$ cat src/rtl/prt_dp_pm_ldr.sv
// prt_dp_pm_ldr: loads a host image into the policy-maker ROM, verifies its checksum,
// and holds the policy-maker CPU in reset until a load completes cleanly.
module prt_dp_pm_ldr #(
    parameter int P_ADR = 10
) (
    input  logic             CLK_IN,
    input  logic             RST_IN,
    input  logic             CFG_STR_IN,
    input  logic [P_ADR:0]   CFG_LEN_IN,
    input  logic [31:0]      CFG_SUM_IN,
    input  logic             ABORT_IN,
    input  logic [31:0]      HOST_DAT_IN,
    input  logic             HOST_VLD_IN,
    output logic             HOST_RDY_OUT,
    output logic             INIT_STR_OUT,
    output logic [31:0]      INIT_DAT_OUT,
    output logic             INIT_VLD_OUT,
    output logic             PM_RST_OUT,
    output logic             STA_BUSY_OUT,
    output logic             STA_DONE_OUT,
    output logic             STA_ERR_OUT,
    output logic [P_ADR:0]   STA_CNT_OUT
);
    localparam logic [2:0] IDLE = 3'd0, CLR = 3'd1, LOAD = 3'd2, CHK = 3'd3, DONE = 3'd4, ERR = 3'd5;
    localparam logic [P_ADR:0] LEN_MAX = {1'b1, {P_ADR{1'b0}}};
    localparam logic [P_ADR:0] ONE = {{P_ADR{1'b0}}, 1'b1};
    logic [2:0]     state, nxt;
    logic [P_ADR:0] len;
    logic [31:0]    sum, sum_exp;
    logic           hs, start, len_ok, last;
    // Outputs are registered from the next state so they line up with the state they describe.
    always_comb begin
        hs     = HOST_VLD_IN && (state == LOAD);
        start  = CFG_STR_IN && (state == IDLE || state == DONE || state == ERR);
        len_ok = (CFG_LEN_IN != '0) && (CFG_LEN_IN <= LEN_MAX);
        last   = (STA_CNT_OUT + ONE) == len;
        nxt    = state;
        case (state)
            IDLE, DONE, ERR: nxt = start ? (len_ok ? CLR : ERR) : state;
            CLR:             nxt = ABORT_IN ? ERR : LOAD;
            LOAD:            nxt = ABORT_IN ? ERR : (hs && last) ? CHK : LOAD;
            CHK:             nxt = (sum == sum_exp) ? DONE : ERR;
            default:         nxt = IDLE;
        endcase
    end
    always_ff @(posedge CLK_IN) begin
        if (!RST_IN) begin
            state        <= IDLE;
            len          <= '0;
            sum          <= '0;
            sum_exp      <= '0;
            HOST_RDY_OUT <= 1'b0;
            INIT_STR_OUT <= 1'b0;
            INIT_DAT_OUT <= '0;
            INIT_VLD_OUT <= 1'b0;
            PM_RST_OUT   <= 1'b1;
            STA_BUSY_OUT <= 1'b0;
            STA_DONE_OUT <= 1'b0;
            STA_ERR_OUT  <= 1'b0;
            STA_CNT_OUT  <= '0;
        end else begin
            state        <= nxt;
            HOST_RDY_OUT <= nxt == LOAD;
            INIT_STR_OUT <= nxt == CLR;
            INIT_VLD_OUT <= hs;
            PM_RST_OUT   <= nxt != DONE;
            STA_BUSY_OUT <= nxt == CLR || nxt == LOAD || nxt == CHK;
            STA_DONE_OUT <= nxt == DONE;
            STA_ERR_OUT  <= nxt == ERR;
            if (hs) INIT_DAT_OUT <= HOST_DAT_IN;
            if (start) begin
                len     <= CFG_LEN_IN;
                sum_exp <= CFG_SUM_IN;
            end
            if (nxt == CLR) begin
                STA_CNT_OUT <= '0;
                sum         <= '0;
            end else if (hs) begin
                STA_CNT_OUT <= STA_CNT_OUT + ONE;
                sum         <= sum + HOST_DAT_IN;
            end
        end
    end
endmodule

$ cat config.mk
export PLATFORM = sky130hd
export DESIGN_NAME = prt_dp_pm_ldr
export DESIGN_NICKNAME = d
export VERILOG_FILES = /design/src/rtl/prt_dp_pm_ldr.sv
export SDC_FILE = /design/constraint.sdc
export NUM_CORES = 1
export LEC_CHECK = 0
export CAP_MARGIN = 25
export CORE_AREA = 2 2 157 159
export CTS_CLUSTER_SIZE = 14
export DETAILED_ROUTE_END_ITERATION = 16
export DIE_AREA = 0 0 159 161
export PLACE_DENSITY_LB_ADDON = 0.25
export SYNTH_ARGS = -nofsm -noshare
export SYNTH_HDL_FRONTEND = slang
export SYNTH_SLANG_ARGS = --single-unit
$ cat constraint.sdc
create_clock -name CLK_IN -period 2.6 [get_ports CLK_IN]
set_input_delay 0.39 -clock CLK_IN [delete_from_list [all_inputs] [get_ports CLK_IN]]
set_output_delay 0.39 -clock CLK_IN [all_outputs]
set_load 0.005 [all_outputs]
Word-level counts from Yosys, hierarchy flattened
Index checks and enable logic that the tools add are counted.

word-level totals
  memories kept = 0
  bits of input ports = 80
  memory bits (writable) = 0
  bits in latches = 0
  register bits after elaboration = 128
  output and inout port bits = 50
  logic and storage cells = 49
  memory bits (read-only) = 0

cells by class
  divide/modulo/power cells = 0
  multiply operators = 0
  reduce and logical (&&, ||, !) cells = 12
  shifts and indexed selects = 0
  $add $sub $neg = 2
  multiplexer cells = 7
  magnitude comparators = 1
  bitwise operators = 1
  equality and inequality tests = 13

operators by type and width
  operator                                                                count
  32-bit adder                                                            1
  32-bit equality test                                                    1
  3-bit by 2-bit equality test with 1-bit output (second input constant)  4
  3-bit equality test (second input constant)                             4
  3-bit two-way mux                                                       4
  3-bit case mux with 4 select lines                                      1
  11-bit by 1-bit adder with 11-bit output (second input constant)        1
  11-bit equality test                                                    1
  11-bit <= comparator (second input constant)                            1
  11-bit nonzero test                                                     1
  3-bit by 1-bit equality test with 1-bit output (second input constant)  2
  1-bit logical AND                                                       4
  1-bit logical OR                                                        4
  3-bit logical NOT                                                       1
  3-bit inequality test (second input constant)                           1
  3-bit OR reduction                                                      1
  1-bit two-way mux                                                       2
  2-bit OR reduction                                                      1
  1-bit inverter                                                          1

Longest topological paths before layout
  word-level depth = 9
  depth in mapped cells = 12
  depth with buffers taken out = 12

Worst setup path before layout
Ideal clock, no wire load.

  path type = input -> register
  start point = in HOST_DAT_IN[0]
  end point = reg sum[12]
  data arrival time = 2.621 ns
  slack = -0.095 ns
  buffers on the path = 0
  required time = 2.526 ns
  stages = 11
  cells stage by stage = ha_1 inv_1 fa_1 nor2b_1 o21a_1 o21ai_1 a21oi_1 a31o_2 a21oi_1 or4b_2 a31oi_2

between the ends
  longest elaborated chain between the ends = 1

ends and longest elaborated chain
  element               RTL line  source
  from (decl)           12        input logic [31:0] HOST_DAT_IN,
  32-bit adder          80        sum <= sum + HOST_DAT_IN;
  to (signal assigned)  80
  to (decl)             29        logic [31:0] sum, sum_exp;

No other way between the ends.
A chain may end at the register's enable or synchronous reset.

Worst setup path after layout
  start point = reg sum[10]
  end point = reg sum[28]

between the ends
  longest elaborated chain between the ends = 5
  elaborated cells between the ends (all ways) = 6
  classes of those cells = add/sub: 1; eq/ne: 2; mux: 2; reduce/logical: 1

ends and longest elaborated chain
  element                                         RTL line  source
  32-bit equality test                            42        CHK: nxt = (sum == sum_exp) ? DONE : ERR;
  1-bit two-way mux                               42
  3-bit case mux with 4 select lines              38        case (state)
  3-bit by 1-bit equality test with 1-bit output  75        if (nxt == CLR) begin
  2-bit OR reduction (no line)                    --

Parallel ways exist; a longest one is shown, timed or not.

==> results.toml <==
[cells_and_area]
regArea_um2 = 2570
synthToLayoutAreaGrowth_pct = 50.7
drive_gt1_share_pct = 23.2
layout_common_cells = "nand2_1, buf_4, clkdlybuf4s50_1, dfxtp_1, a21boi_0"
final_common_cell = "nand2_1"
postLayoutCoreUtil_pct = 44.6
nets = 1214
multiInputGateArea_um2 = 4660
fillers = 2455

[yosys]
syn_area_per_cell_um2 = 8.22
synth_xor_area_share_pct = 10.1
ys.flop_type = "dfxtp_1"
netlist_top_cells_area = "dfxtp_1, nand2_1, a21boi_0"
syn_inst = 863
synthSimpleGateAreaFrac_pct = 21.9
synth_top_family_by_area = "compound AO/OA/AOI/OAI gates"
yosys-mux-area-fraction_pct = 0.141
synth_seq_cells = 128
synth_compound_area_share_pct = 22.1
synth_top_area_share_pct = 36.1
yosysWarnings = 0
synth_fa_ha_area_share_pct = 5.92
synthesis.area_um2 = 7100
ys_seq_area_share_pct = 36.1
synth_cell_type_count = 65
async_reset_ff_share_pct = 0
synth_edf_count = 0
syn-num-nets = 976
synth_top_area_cell = "dfxtp_1"

[detailed_routing]
vias = 6723
first_pass_iters = 4
postRouteWirelength_mm = 22.2
drc = 0
postRouteAntennaNets = 0
wire_per_inst_um = 15.4
dr.first_iter.drc_count = 282
viasPerCell = 4.67

[pwr]
p_switching_mw = 1.44
p_sw_share_pct = 27.3
seqPwrFrac_pct = 39.6
power_density_nw_per_um2 = 493
power_frac_clock_pct = 42.0
power_frac_comb_pct = 18.3
total_power_mw = 5.28
p_leak_nw = 4.30
vdd_drop_max_v = 0.000360
intPower_mw = 3.84

[floorplanning]
ios = 130
die_w_um = 159
coreArea_um2 = 24000
start_util_pct = 29.6
rows = 57
die_y_um = 161
die-area_um2 = 25600

[clocking]
clockRootBuffer = "clkbuf_16"
cts_buffers = 17
cts_sinks = 128
clockBufferDepth = 2
cts_tree = "done"
clk_pin_slew_ns = 0.06
clk_latency_ns = 0.43
postCtsHoldBufs = 0
h-tree-depth = 4

[job]
cap_violations = 0

[global_route]
top_usage_layer = "met2"
grt_pass1_wl_mm = 35.6
use_met3_pct = 3.21
grt.met1_usage_pct = 23.0
use_met2_pct = 29.3
grt_pass1_vias = 6700
grt_overflow = 0
grt_antenna_before_repair = 0
grt_usage_pct = 17.5
grt_max_degree = 78

[sta]
min_period_over_period_pct = 105
relSlewSlack_pct = 60.7
worst_clock_skew_ns = 0.00878
rsz0062_at_grt = "yes"
final.setup.tns_ns = -3.12
worst_pin_slew_ns = 0.585
setup_ws_ns = -0.126
holdWs_ns = 0.294
setup_viol_count_final = 41
drv_slew = 0
fin_crit_ns = 2.73
max_freq_mhz = 367
final_hold_viol_count = 0

[critical_path]
critical_path_arrival_ns = 3.10
cp-end-kind = "flip-flop"
cp-start-kind = "flip-flop"
cp.required_ns = 2.98
critPathKind = "flip-flop to flip-flop"
worstPathMaxFanout = 5

[placement]
port_buffers = 129
dpl.hpwl_mm = 15.6
place_congestion = 0.870

[min_path]
holdCritPathClass = "primary input to flip-flop"

[run_status]
violations = "setup timing"
outcome = "complete, but fails checks"
[synth_stat cells, types with 6 or more instances]
cell / instances
and2_1: 6
o21ai_0: 11
a21boi_0: 76
and3_1: 6
nor2_1: 41
xnor2_1: 36
nor4_1: 12
nand2_1: 215
xor2_1: 46
nor3_1: 10
nor2b_1: 6
a31oi_1: 8
nand4_1: 14
inv_1: 9
a21oi_2: 15
a21oi_1: 34
ha_1: 32
a21o_1: 18
clkbuf_1: 41
nand3_1: 11
dfxtp_1: 128
[power by group through the flow]
stage          registers (mW)  clock network (mW)  logic [mW]
3_3_place_gp             2.13                   0       0.816
2_1_floorplan            2.12                   0       0.412
5_1_grt                  2.10                2.36        1.05
3_5_place_dp             2.13                   0       0.818
6_report                 2.09                2.22       0.968
4_1_cts                  2.09                2.28       0.952
[metrics by stage]
step | worst slack, ns | area, um2 | instances
2_1_floorplan | 0.0444 | 7110 | 863
3_3_place_gp | -0.595 | 9560 | 1388
3_5_place_dp | -0.599 | 9560 | 1388
4_1_cts | -0.121 | 10400 | 1432
5_1_grt | -0.234 | 10700 | 1438
6_report | -0.126 | 10700 | 1439
[final timing paths]
check | startpoint | to | slack, ns | cells after the start
hold / removal | HOST_DAT_IN[1] | INIT_DAT_OUT[1] | 0.29 | 3
hold reg to reg | INIT_DAT_OUT[3] | INIT_DAT_OUT[3] | 0.46 | 2
setup reg to reg | sum[10] | sum[28] | -0.13 | 10
setup / recovery | sum[10] | sum[28] | -0.13 | 10
[cell type report]
class	count	area share, %
multi-input combinational	678	43.6
sequential	128	24.0
timing repair buffer	267	23.3
clock buffer	20	4.08
tap	324	3.79
clock inverter	12	0.889
inverter	9	0.316
antenna	1	0.0234
[layer usage]
| metal | vias to the layer above | part of all wire [%] |
|---|---|---|
| li1 | 3481 | - |
| met4 | 0 | 1.5 |
| met1 | 3111 | 48 |
| met3 | 24 | 2.8 |
| met2 | 107 | 47 |
| met5 | - | 0 |
[kinds of logic after synthesis]
| logic type | after synthesis |
|---|---|
| buffers and inverters | 59 |
| multiplexers | 1 |
| adder cells (fa/ha/maj) | 33 |
| flip-flops | 128 |
| AND/OR/NAND/NOR | 349 |
| XOR/XNOR | 82 |
| AO/OA/AOI/OAI | 211 |
[flip-flops by register name, indices dropped and copies added (netlist names)]
| register | count |
|---|---|
| STA_DONE_OUT | 1 |
| INIT_STR_OUT | 1 |
| state | 3 |
| STA_BUSY_OUT | 1 |
| sum_exp | 32 |
| len | 11 |
| HOST_RDY_OUT | 1 |
| INIT_DAT_OUT | 32 |
| INIT_VLD_OUT | 1 |
| STA_ERR_OUT | 1 |
| PM_RST_OUT | 1 |
| STA_CNT_OUT | 11 |
| sum | 32 |
[what timing repair did]
action,in CTS,in global routing
gates cloned,6,0
pin swaps,19,24
buffers inserted,6,6
setup endpoints to repair,49,49
hold endpoints to repair,0,0
gates resized for setup,38,42
[worst max-delay path: stages, from the launching register on]
cell and delay [ns]:
dfxtp_1 0.32, xor2_1 0.17, nor4_1 0.29, buf_4 0.17, nand4_1 0.14, or4_4 0.49
o41ai_4 0.32, buf_4 0.21, o21ai_4 0.14, nor4_1 0.30, a211o_1 0.12
(Power assumes the default switching activity.)
